===== config.mk =====
export PLATFORM = sky130hd
export DESIGN_NAME = alt_vipitc121_common_trigger_arbiter
export DESIGN_NICKNAME = d
export VERILOG_FILES = /design/src/rtl/alt_vipitc121_common_trigger_arbiter.sv
export SDC_FILE = /design/constraint.sdc
export NUM_CORES = 1
export LEC_CHECK = 0
export ABC_AREA = 1
export BUFFER_PORTS_ARGS = -buffer_cell sky130_fd_sc_hd__buf_2
export CORE_ASPECT_RATIO = 0.9
export CORE_MARGIN = 10
export CORE_UTILIZATION = 55
export CTS_BUF_LIST = sky130_fd_sc_hd__clkbuf_8
export DETAILED_ROUTE_END_ITERATION = 8
export PLACE_DENSITY_LB_ADDON = 0.05
export SLEW_MARGIN = 20
export SYNTH_ARGS = -nofsm -noshare
export SYNTH_HDL_FRONTEND = slang
export SYNTH_SLANG_ARGS = --single-unit

===== constraint.sdc =====
create_clock -name clock -period 2.6 [get_ports clock]
set_input_delay 0.39 -clock clock [delete_from_list [all_inputs] [get_ports clock]]
set_output_delay 0.39 -clock clock [all_outputs]
set_load 0.02 [all_outputs]

===== src/rtl/alt_vipitc121_common_trigger_arbiter.sv =====
// Round-robin arbiter that lets NUM_REQ requesters share one clock-crossing trigger
// channel: grant, one trigger pulse, wait for ack (or time out), report done.
module alt_vipitc121_common_trigger_arbiter #(
   parameter int NUM_REQ = 4,
   parameter int TIMEOUT = 255
) (
   input  logic               clock,
   input  logic               rst_n,
   input  logic [NUM_REQ-1:0] req,
   output logic [NUM_REQ-1:0] grant,
   output logic               trigger_out,
   input  logic               ack_in,
   output logic [NUM_REQ-1:0] done,
   output logic               timeout_err,
   output logic               busy
);

   localparam int PTR_W = $clog2(NUM_REQ);
   localparam int CNT_W = $clog2(TIMEOUT + 1);
   localparam logic [CNT_W-1:0] CNT_MAX = CNT_W'(TIMEOUT);

   localparam logic [1:0] S_IDLE     = 2'd0;
   localparam logic [1:0] S_ISSUE    = 2'd1;
   localparam logic [1:0] S_WAIT_ACK = 2'd2;
   localparam logic [1:0] S_COMPLETE = 2'd3;

   logic [1:0]         state_q, state_d;
   logic [PTR_W-1:0]   rr_ptr_q, rr_ptr_d;
   logic [PTR_W-1:0]   idx_q, idx_d;
   logic [CNT_W-1:0]   cnt_q, cnt_d;
   logic [NUM_REQ-1:0] grant_q, grant_d;
   logic [NUM_REQ-1:0] done_q, done_d;
   logic               trig_q, trig_d;
   logic               tout_q, tout_d;
   logic               busy_q, busy_d;

   logic               sel_found;
   logic [PTR_W-1:0]   sel_idx;
   logic [PTR_W-1:0]   cand;

   // First asserted request at or above rr_ptr, wrapping around
   always_comb begin
      sel_found = 1'b0;
      sel_idx   = '0;
      cand      = '0;
      for (int i = 0; i < NUM_REQ; i++) begin
         cand = PTR_W'((int'(rr_ptr_q) + i) % NUM_REQ);
         if (!sel_found && req[cand]) begin
            sel_found = 1'b1;
            sel_idx   = cand;
         end
      end
   end

   always_comb begin
      state_d  = state_q;
      rr_ptr_d = rr_ptr_q;
      idx_d    = idx_q;
      cnt_d    = cnt_q;
      grant_d  = grant_q;
      done_d   = '0;
      trig_d   = 1'b0;
      tout_d   = 1'b0;
      case (state_q)
         S_IDLE: begin
            if (sel_found) begin
               state_d = S_ISSUE;
               idx_d   = sel_idx;
               grant_d = NUM_REQ'(1) << sel_idx;
               trig_d  = 1'b1;
            end
         end
         S_ISSUE: begin
            state_d = S_WAIT_ACK;
            cnt_d   = '0;
         end
         S_WAIT_ACK: begin
            // An ack on the final counter value still counts as success
            if (ack_in) begin
               state_d = S_COMPLETE;
               done_d  = grant_q;
            end else if (cnt_q == CNT_MAX) begin
               state_d = S_COMPLETE;
               tout_d  = 1'b1;
            end else begin
               cnt_d = cnt_q + CNT_W'(1);
            end
         end
         default: begin
            state_d  = S_IDLE;
            grant_d  = '0;
            rr_ptr_d = (idx_q == PTR_W'(NUM_REQ - 1)) ? '0 : idx_q + PTR_W'(1);
         end
      endcase
      busy_d = (state_d != S_IDLE);
   end

   always_ff @(posedge clock) begin
      if (!rst_n) begin
         state_q  <= S_IDLE;
         rr_ptr_q <= '0;
         idx_q    <= '0;
         cnt_q    <= '0;
         grant_q  <= '0;
         done_q   <= '0;
         trig_q   <= 1'b0;
         tout_q   <= 1'b0;
         busy_q   <= 1'b0;
      end else begin
         state_q  <= state_d;
         rr_ptr_q <= rr_ptr_d;
         idx_q    <= idx_d;
         cnt_q    <= cnt_d;
         grant_q  <= grant_d;
         done_q   <= done_d;
         trig_q   <= trig_d;
         tout_q   <= tout_d;
         busy_q   <= busy_d;
      end
   end

   assign grant       = grant_q;
   assign done        = done_q;
   assign trigger_out = trig_q;
   assign timeout_err = tout_q;
   assign busy        = busy_q;

endmodule


Yosys cells after proc, flatten, opt, wreduce, memory -nomap -nowiden
Cells that the tools add are included.
W data, S select, Z words.
{"block": "word_totals", "out_inout_bits": 11, "reg_bits": 25, "wordCells": 74, "latchBits": 0, "mem_bits_ro": 0, "memories": 0, "ramBits": 0, "inputBits": 7}
{"block": "op_classes", "order_cmp": 4, "bitwise": 3, "muxes": 28, "reduce_logical": 17, "n_addsub": 5, "multipliers": 0, "shift": 1, "div": 0, "n_eq_ne": 7}
{"operator": "$mux W2", "n": 8}
{"operator": "$mux W8", "n": 2}
{"operator": "$pmux W8 S2", "n": 1}
{"operator": "$lt A2 B3 Y1 const B", "n": 4}
{"operator": "$mux W1", "n": 10}
{"operator": "$add A8 B1 Y8 const B", "n": 1}
{"operator": "$bmux W1 S2", "n": 4}
{"operator": "$eq A8 B8 Y1 const B", "n": 1}
{"operator": "$pmux W4 S2", "n": 1}
{"operator": "$ne A2 B2 Y1 const B", "n": 3}
{"operator": "$pmux W2 S3", "n": 1}
{"operator": "$reduce_and A2 Y1", "n": 3}
{"operator": "$reduce_and A3 Y1", "n": 2}
{"operator": "$reduce_or A3 Y1", "n": 2}
{"operator": "$add A2 B1 Y2 const B", "n": 2}
{"operator": "$add A2 B2 Y2 const B", "n": 2}
{"operator": "$eq A2 B2 Y1 const B", "n": 2}
{"operator": "$mux W4", "n": 1}
{"operator": "$reduce_bool A2 Y1", "n": 2}
{"operator": "$shl A1 B2 Y4 const A", "n": 1}
{"operator": "$logic_and A1 B1 Y1", "n": 3}
{"operator": "$logic_not A1 Y1", "n": 3}
{"operator": "$not A1 Y1", "n": 3}
{"operator": "$eq A2 B1 Y1 const B", "n": 1}
{"operator": "other kinds (2)", "n": 2}

Logic depth before layout (Yosys ltp)
Gate-level depths: netlist of run 1.
{"block": "depth", "depth_word": 15, "mapped_depth": 12, "ltp_nobuf": 12}

Worst setup path after synthesis of run 1
No wires, ideal clock.
{"block": "synth_timing", "path_kind": "reg2reg", "startpoint": "register state_q[0]", "endpoint": "register cnt_q[3]", "t_arrival_ps": 1392, "setup_ps": 70, "path_slack_ps": 1138, "synth_period_minus_slack_ps": 1462, "n_path_buf": 0, "required_time_ps": 2530, "stages_incl_launch_ff": 9, "path_cell_list": "dfxtp_1 > inv_1 > ha_1 > inv_1 > nand2_1 > nand2_2 > nand2_1 > or2_2 > a21oi_1"}
{"block": "synth_between", "elab_chain_len": 3, "elab_cells_between_ends": 7, "cone_classes": "eq/ne (4); mux (1); reduce/logical (2)"}
{"item": "start: declaration", "line": "27", "source": "logic [1:0] state_q, state_d;"}
{"item": "start signal: assignment", "line": "110", "source": "state_q <= state_d;"}
{"item": "$eq A2 B2 Y1 / $eq A2 B1 Y1 (equally long branches)", "line": "64", "source": "case (state_q)"}
{"item": "$ne A2 B2 Y1 (no source line) / $reduce_bool A2 Y1 (equally long branches)"}
{"item": "$reduce_and A3 Y1 (no source line)"}
{"item": "end signal: assignment", "line": "113", "source": "cnt_q <= cnt_d;"}
{"item": "end: declaration", "line": "30", "source": "logic [CNT_W-1:0] cnt_q, cnt_d;"}
Parallel ways exist; a longest one is shown, timed or not.
A chain may end at the register's enable or synchronous reset.

Final worst setup path of run 1
{"block": "layout_timing", "startpoint": "register rr_ptr_q[0]", "endpoint": "register busy_q (netlist: busy)"}
{"block": "layout_between", "elab_chain_len": 15, "elab_cells_between_ends": 24, "cone_classes": "add/sub (3); mux (14); reduce/logical (7)"}
{"item": "start: declaration", "line": "28", "source": "logic [PTR_W-1:0] rr_ptr_q, rr_ptr_d;"}
{"item": "start signal: assignment", "line": "111", "source": "rr_ptr_q <= rr_ptr_d;"}
{"item": "branches (longest 11 deep; another with $add A2 B1 Y2)"}
{"item": "$mux W1 *", "line": "48", "source": "if (!sel_found && req[cand]) begin"}
{"item": "$mux W2 *", "line": "66", "source": "if (sel_found) begin"}
{"item": "$pmux W2 S3 *", "line": "64"}
{"item": "$reduce_bool A2 Y1 *", "line": "95", "source": "busy_d = (state_d != S_IDLE);"}
{"item": "end signal: assignment", "line": "118", "source": "busy_q <= busy_d;"}
{"item": "end: declaration", "line": "35", "source": "logic busy_q, busy_d;"}
Mark *: on every way between the ends. The select of a mux whose other input is x is not followed.

==> impl_metrics.tcl, run 1 <==
set metrics [dict create \
    outcome "completed" \
    finalWirelength_mm 2.91 \
    max_freq_ghz 0.548 \
    antennaDiodeCount 0 \
    synth_fp_nets 215 \
    wl_per_cell_um 11.7 \
    gp_congestion 0.868 \
    grt-ovfl-total 0 \
    holdBufCountCts 0 \
    cts_tree "built" \
    synth_warnings 0 \
    numCtsBuffers 3 \
    first_global_vias 1187 \
    first_pass_iters 4 \
    num_rows 17 \
    required_ps 2750 \
    die_x_um 73.1 \
    cts.repair.resized 0 \
    yosysTopAreaCell "dfxtp_1" \
    worstPathMaxFanout 12 \
    synth_area_leaders "dfxtp_1, nand2_1, inv_1" \
    endpoint_kind "register" \
    path_class "reg2reg" \
    hold_viol 0 \
    drcViolationCount 0 \
    synthCells 201 \
    hold_path.class "in2reg" \
    worstSetupStartpointType "register" \
    max_cap_viol_count 0 \
    tns_ps 0 \
    dieArea_um2 4950 \
    syn_avg_cell_area_um2 6.94 \
    tightest_slew_ps 425 \
    setup_violations 0 \
    final_nets 236 \
    post-place-ws_ps 803 \
    layout_setup_ws_ps 775 \
    grtUsageTotal_pct 12.8 \
    vdd_drop_max_mv 0.599 \
    syn_area_um2 1400 \
    drt_iter0_drc 116 \
    worstSkewPairLatency_ps 270 \
    clkTransAtPathRegs_ps 90 \
    fin_crit_sh_pct 70.2 \
    yosysUniqueCellTypes 24 \
    drv_slew 0 \
    initial_core_util_pct 57.0 \
    antenna_found_initial 0 \
    leakage_uw 0.000773 \
    min_period_ps 1820 \
    routed_via_density 5.06 \
    rsz0062_at_grt "false" \
    p_per_area_nw_per_um2 816 \
    dpl.hpwl_mm 2.36 \
    yosysSeqAreaShare_pct 35.9 \
    worstPathArrival_ps 1970 \
    vias 1261 \
    port_buffers 17 \
    clock_sinks 25 \
    coreArea_um2 2450 \
    placed_area_um2 1500 \
    top_level_ports 18 \
    fin_worst_skew_ps 8.62 \
    area_growth_pct 11.1 \
    drive_above_1_share_pct 19.9 \
    antenna_left 0 \
    h-tree-depth 1 \
    fin_area_um2 1550 \
    max_slew_margin_pct 71.6 \
    finalNonFillerCells 249 \
    clk_path_buf_depth 2 \
    yosysTopAreaCellShare_pct 35.9 \
    ys_seq_elements 25 \
    grt_pass1_wl_mm 5.18 \
    postCtsSetupRepairBufs 0 \
    die-height_um 67.8 \
    cts_root_buffer "clkbuf_8" \
    place_inst 245 \
    grt_max_degree 15 \
]
==> critical path, stage by stage, from the launching register on <==
cell	delay [ps]
dfxtp_1	590
inv_2	150
nand2_1	90
nand2_1	90
nand2_2	90
nand2_2	60
nor2_4	120
nand3_1	120
nand2_1	90
inv_2	60
nor2_1	140
o21ai_1	80
==> placed cells by master, fill, tap and decap left out, drive strengths merged <==
| cell type | synthesis | final |
|---|---|---|
| dfxtp | 25 | 25 |
| a21o | 1 | 1 |
| nand3 | 16 | 16 |
| ha | 7 | 7 |
| buf | 1 | 17 |
| nand4 | 2 | 2 |
| a21boi | 1 | 1 |
| clkbuf | 0 | 3 |
| and2 | 1 | 1 |
| nor4 | 2 | 2 |
| o21ai | 9 | 9 |
| o211a | 1 | 1 |
| o31ai | 1 | 1 |
| clkinv | 0 | 1 |
| inv | 31 | 31 |
| nand2 | 64 | 64 |
| nor3 | 1 | 1 |
| a21oi | 14 | 14 |
| or2 | 1 | 1 |
| nor2 | 23 | 23 |
==> layer usage <==
metal  routed length [µm]  vias up  GRT usage [%]  share of wire (%)
met5                    0        -              0                  0
met3                  189        2           3.81                6.5
met1                 1340      566           15.6                 46
met2                 1370       21           21.4                 47
met4                   17        0           3.79               0.58
li1                     -      672              -                  -
==> final cells by class <==
cell class | count | area, µm²
clock inverters | 1 | 5.00
repair buffers | 17 | 85.1
multi-input cells | 144 | 767
clock buffers | 3 | 41.3
well taps | 28 | 35.0
inverters | 31 | 116
fillers | 238 | 896
flip-flops and latches | 25 | 500
==> through the flow <==
step | hold WS (ps) | util, % | total power [µW]
floorplan | 456 | - | 917
global placement | 438 | 61.5 | 1030
detailed placement | 433 | 61.5 | 1040
CTS | 308 | 63.4 | 1270
global route | 293 | 63.4 | 1380
finish | 311 | 63.4 | 1270
==> synthesized netlist by cell type <==
cell type,count
ha_1,7
or2_2,1
nor3_1,1
o21ai_0,8
inv_1,27
a21o_1,1
a21oi_1,14
o31ai_1,1
nor2_4,2
dfxtp_1,25
a21boi_0,1
nand3_2,5
nand4_1,2
buf_6,1
o21ai_1,1
nor2_1,21
inv_2,4
nor4_1,2
and2_1,1
nand3_1,11
nand2_2,8
nand2_4,3
o211a_1,1
nand2_1,53
==> power breakdown <==
group / internal [µW] / total [µW] / switching, µW
logic: 176 / 540 / 363
clock network: 107 / 230 / 123
registers: 447 / 496 / 48.8
==> registers in the layout (all words and copies together) (netlist names) <==
name,flops
rr_ptr_q,2
busy,1
idx_q,2
trigger_out,1
grant,4
state_q,2
cnt_q,8
timeout_err,1
done,4
==> logic make-up after synthesis <==
kind of cell,synth area share (%)
flops,35.9
buf+inv,9.15
compound gates,10.6
fa+ha+maj,6.28
simple gates,38.1
==> path summary, 6_finish.rpt <==
kind | slack, ps | startpoint | depth (start not counted) | endpoint
worst max-delay path | 780 | rr_ptr_q[0] | 11 | busy
worst min-delay path | 310 | ack_in | 2 | timeout_err
worst max register to register | 780 | rr_ptr_q[0] | 11 | busy
worst min register to register | 440 | grant[3] | 2 | done[3]
Note: power is estimated with default switching activity, not from simulation.
==> run 2, diff against run 1 <==
--- a/config.mk
+++ b/config.mk
@@ -9,7 +9,7 @@
 export BUFFER_PORTS_ARGS = -buffer_cell sky130_fd_sc_hd__buf_2
 export CORE_ASPECT_RATIO = 0.9
 export CORE_MARGIN = 10
-export CORE_UTILIZATION = 55
+export CORE_UTILIZATION = 53
 export CTS_BUF_LIST = sky130_fd_sc_hd__clkbuf_8
 export DETAILED_ROUTE_END_ITERATION = 8
 export PLACE_DENSITY_LB_ADDON = 0.05
==> constraint.sdc (replaced) <==
create_clock -name clock -period 1.6 [get_ports clock]
set_input_delay 0.24 -clock clock [delete_from_list [all_inputs] [get_ports clock]]
set_output_delay 0.24 -clock clock [all_outputs]
set_load 0.02 [all_outputs]
==> impl_metrics.tcl, run 2 (synthesis results as in run 1) <==
set metrics [dict create \
    outcome "completed" \
    power_switching_uw 877 \
    top_level_ports 18 \
    antennaDiodeCount 0 \
    initial_core_util_pct 56.1 \
    worstSkewPairLatency_ps 260 \
    die-height_um 68.7 \
    grt-ovfl-total 0 \
    place_inst 250 \
    h-tree-depth 1 \
    port_buffers 17 \
    layout_common_cells "nand2_1, inv_1, dfxtp_1" \
    routed_via_density 5.24 \
    tns_ps 0 \
    clk_path_buf_depth 2 \
    grt_busiest_layer "met2" \
    met1_usage_pct 14.7 \
    drcViolationCount 0 \
    seq_power_share_pct 37.8 \
    max_freq_ghz 0.671 \
    clock_power_share_pct 16.8 \
    grt_max_degree 14 \
    numCtsBuffers 3 \
    fillers 222 \
    use_met2_pct 19.0 \
    path_class "reg2reg" \
    leakage_uw 0.000806 \
    coreArea_um2 2490 \
    largest_reg_flops 8 \
    num_rows 17 \
    p_sw_share_pct 41.7 \
    cts_root_buffer "clkbuf_8" \
    setup_violations 0 \
    finalWirelength_mm 2.93 \
    grtUsageTotal_pct 11.9 \
    grt.met3_usage_pct 3.57 \
    worstSetupStartpointType "register" \
    fin_area_um2 1640 \
    max_cap_viol_count 0 \
    rsz0062_at_grt "true" \
    cts_tree "built" \
    drt_iter0_drc 126 \
    max_slew_margin_pct 78.7 \
    p_per_area_nw_per_um2 1280 \
    required_ps 1750 \
    fin_crit_sh_pct 93.2 \
    dpl.hpwl_mm 2.26 \
    top_register "cnt_q" \
    placed_area_um2 1540 \
    combPwrFrac_pct 45.4 \
    drv_slew 0 \
    first_pass_iters 4 \
    dieArea_um2 5090 \
    grt_pass1_wl_mm 4.89 \
    min_period_ps 1490 \
    p_total_uw 2100 \
    gp_congestion 0.879 \
    wl_per_cell_um 11.5 \
    finalNonFillerCells 255 \
    final_nets 242 \
    worstPathMaxFanout 6 \
    tightest_slew_ps 319 \
    holdBufCountCts 0 \
    vdd_drop_max_mv 1.04 \
    p_int_uw 1220 \
    area_growth_pct 17.4 \
    final_common_cell "nand2_1" \
    clkTransAtPathRegs_ps 80 \
    drive_above_1_share_pct 26.9 \
    fin_worst_skew_ps 2.00 \
    antenna_left 0 \
    antenna_found_initial 0 \
    first_global_vias 1141 \
    endpoint_kind "register" \
    hold_path.class "in2reg" \
    clock_sinks 25 \
    hold_viol 0 \
    die_x_um 74.1 \
    worstPathArrival_ps 1640 \
    vias 1335 \
]
run 2: changes by cell type in the layout (fill, tap and decap cells not counted), sizes merged:
cell    previous run  this run
buf               17        23
clkinv             1         0
inv               31        32
run 2: cell type report:
type | instances | area, µm² | share of cell area, %
multi-input combinational | 144 | 802 | 49.0
sequential | 25 | 507 | 30.9
timing repair buffer | 23 | 130 | 7.95
inverter | 31 | 119 | 7.26
clock buffer | 3 | 41.3 | 2.52
tap | 28 | 35.0 | 2.14
clock inverter | 1 | 3.75 | 0.229
run 2: power groups by stage:
stage	Clock (µW)	Sequential (µW)	Combinational, µW
after floorplan	0	862	627
after global placement	0	804	899
after detailed placement	0	804	907
after CTS	370	789	914
after global routing	405	805	1080
final	354	794	953
run 2: critical path: stages (launching register included):
cell and delay, ps:
dfxtp_4 370, buf_4 150, nand2_1 60, nand2_1 80, nand2_2 90, nand2_2 60, nor2_4 110, nand3_1 90
nand3_1 140, inv_2 70, nand3_1 90, a21oi_1 60
run 2: timing repair:
action,4_1_cts,5_1_grt
hold endpoints to repair,0,0
resized for setup,1,17
buffers inserted,0,1
endpoints found under the setup margin,1,13
pin swaps,0,2
cloned,0,0
run 2: metal layers:
layer / vias up / wire length (µm)
met5: - / 0
met4: 0 / 61
met3: 6 / 228
met2: 36 / 1290
met1: 605 / 1340
li1: 688 / -
run 2: worst paths after layout:
kind | slack, ps | endpoint | cells after the start | start
min | 190 | timeout_err | 2 | ack_in
max reg2reg | 110 | grant[0] | 11 | rr_ptr_q[0]
max | 110 | grant[0] | 11 | rr_ptr_q[0]
min reg2reg | 440 | done[3] | 2 | grant[3]
run 2: metrics by stage:
stage / worst slack [ps] / util (%) / hold WS [ps]
final: 109 / 65.8 / 189
after global routing: -22.8 / 65.8 / 176
after CTS: 18.3 / 63.9 / 182
after detailed placement: 8.89 / 61.9 / 430
after global placement: 33.7 / 61.9 / 428
after floorplan: 138 / - / 318
==> run 3, diff against run 2 <==
--- a/config.mk
+++ b/config.mk
@@ -9,7 +9,7 @@
 export BUFFER_PORTS_ARGS = -buffer_cell sky130_fd_sc_hd__buf_2
 export CORE_ASPECT_RATIO = 0.9
 export CORE_MARGIN = 10
-export CORE_UTILIZATION = 53
+export CORE_UTILIZATION = 55
 export CTS_BUF_LIST = sky130_fd_sc_hd__clkbuf_8
 export DETAILED_ROUTE_END_ITERATION = 8
 export PLACE_DENSITY_LB_ADDON = 0.05
==> constraint.sdc (replaced) <==
create_clock -name clock -period 1.46 [get_ports clock]
set_input_delay 0.219 -clock clock [delete_from_list [all_inputs] [get_ports clock]]
set_output_delay 0.219 -clock clock [all_outputs]
set_load 0.02 [all_outputs]
==> impl_metrics.tcl, run 3 (synthesis results as in run 1) <==
set metrics [dict create \
    outcome "finished with violations" \
    violations "setup timing" \
    final_nets 256 \
    r2r-end "busy" \
    rrSetupSlack_ps -100 \
    first_pass_iters 6 \
    cp_top_family "simple AND/OR/NAND/NOR gates" \
    finalNonFillerCells 269 \
    grt_max_degree 16 \
    max_freq_ghz 0.643 \
    cts_tree "built" \
    dieArea_um2 4950 \
    final_util_pct 78.9 \
    tns_ps -541 \
    rsz0062_at_grt "true" \
    fin_crit_sh_pct 107 \
    drive_above_1_share_pct 43.6 \
    worstPathMaxFanout 4 \
    p_per_area_nw_per_um2 1390 \
    setup_violations 7 \
    first_global_vias 1287 \
    worstPathArrival_ps 1760 \
    timing.hold.ws_ps 125 \
    vdd_drop_max_mv 1.03 \
    num_rows 17 \
    die_x_um 73.1 \
    grt-ovfl-total 0 \
    fillers 159 \
    cpPeakStageDelay_ps 360 \
    clock_sinks 25 \
    cp_num_buf_inv 1 \
    path_common_cell "nand2_2" \
    numCtsBuffers 3 \
    antenna_found_initial 0 \
    hold_path.class "in2reg" \
    top_register "cnt_q" \
    fin_worst_skew_ps 10.1 \
    grtUsageTotal_pct 14.0 \
    routed_via_density 5.36 \
    clkTransAtPathRegs_ps 90 \
    grt_pass1_wl_mm 5.57 \
    layout_common_cells "nand2_1, inv_1, dfxtp_1, buf_4, buf_2" \
    dpl.hpwl_mm 2.56 \
    cts_root_buffer "clkbuf_8" \
    area_growth_pct 38.4 \
    port_buffers 17 \
    drt_iter0_drc 66 \
    crit_path_end "busy" \
    cp.depth 10 \
    die-height_um 67.8 \
    coreArea_um2 2450 \
    tightest_slew_ps 349 \
    endpoint_kind "register" \
    final_common_cell "nand2_1" \
    regToRegStartpoint "rr_ptr_q[1]" \
    antennaDiodeCount 0 \
    path_class "reg2reg" \
    ff2ff_path_depth 10 \
    max_cap_viol_count 0 \
    drv_slew 0 \
    min_period_ps 1560 \
    hold_viol 0 \
    worstSkewPairLatency_ps 280 \
    layout_setup_ws_ps -96.4 \
    multi_input_area_um2 965 \
    wl_per_cell_um 14.3 \
    max_slew_margin_pct 76.5 \
    worstSetupStartpointType "register" \
    place_inst 260 \
    h-tree-depth 1 \
    required_ps 1670 \
    seqCellArea_um2 515 \
    drcViolationCount 0 \
    top_level_ports 18 \
    largest_reg_flops 8 \
    initial_core_util_pct 57.0 \
    leakage_uw 0.000961 \
    antenna_left 0 \
    clk_path_buf_depth 2 \
    gp_congestion 0.849 \
    finalWirelength_mm 3.86 \
    vias 1441 \
    critical_path.startpoint "rr_ptr_q[1]" \
    crit_chain "buf_4 -> nand2_2 -> nand2_2 -> nand2_2 -> nand2_2 -> nor2_4 -> nand4_1 -> o21ai_1 -> nand2_1 -> o21ai_2" \
    slowest_stage "dfxtp_4" \
]
-- run 3: how the worst min path moves through the flow --
stage          startpoint     endpoint  depth (start not counted)
3_5_place_dp       ack_in  timeout_err                          2
6_report           ack_in  timeout_err                          2
4_1_cts            ack_in  timeout_err                          2
5_1_grt            ack_in  timeout_err                          2
3_3_place_gp       ack_in  timeout_err                          2
2_1_floorplan      ack_in  timeout_err                          1
-- run 3: final cells by class --
class	instances	area share, %
multi-input cells	144	50.0
well taps	28	1.81
repair buffers	37	12.6
clock buffers	3	2.14
clock inverters	1	0.389
inverters	31	6.42
flip-flops and latches	25	26.7
-- run 3: layer usage --
layer	GRT usage [%]	part of all wire [%]	vias up
li1	-	-	715
met1	15.7	38	660
met2	24.7	52	48
met3	3.66	6.4	18
met4	5.45	4.1	0
met5	0	0	-
-- run 3: power breakdown --
group	total (µW)	switching (µW)	leakage, µW	internal, µW
Combinational	1380	867	0.000732	508
Clock	423	229	0.0000217	194
Sequential	881	82.3	0.000207	799
-- run 3: through the flow --
stage                     worst slack, ps  power [µW]  instance area [µm²]
after floorplan                      3.17        1640                 1400
after global placement              -45.5        1930                 1620
after detailed placement             -120        1970                 1620
after CTS                           -4.84        2480                 1770
after global routing                 -211        2860                 1930
final                               -96.4        2680                 1930
-- run 3: timing repair --
item                                    CTS  global route
hold buffers                              0             0
cloned                                    0             0
gates resized for setup                  28            43
endpoints found under the setup margin   15            17
setup buffers                             2             3
pin swaps                                 9            18
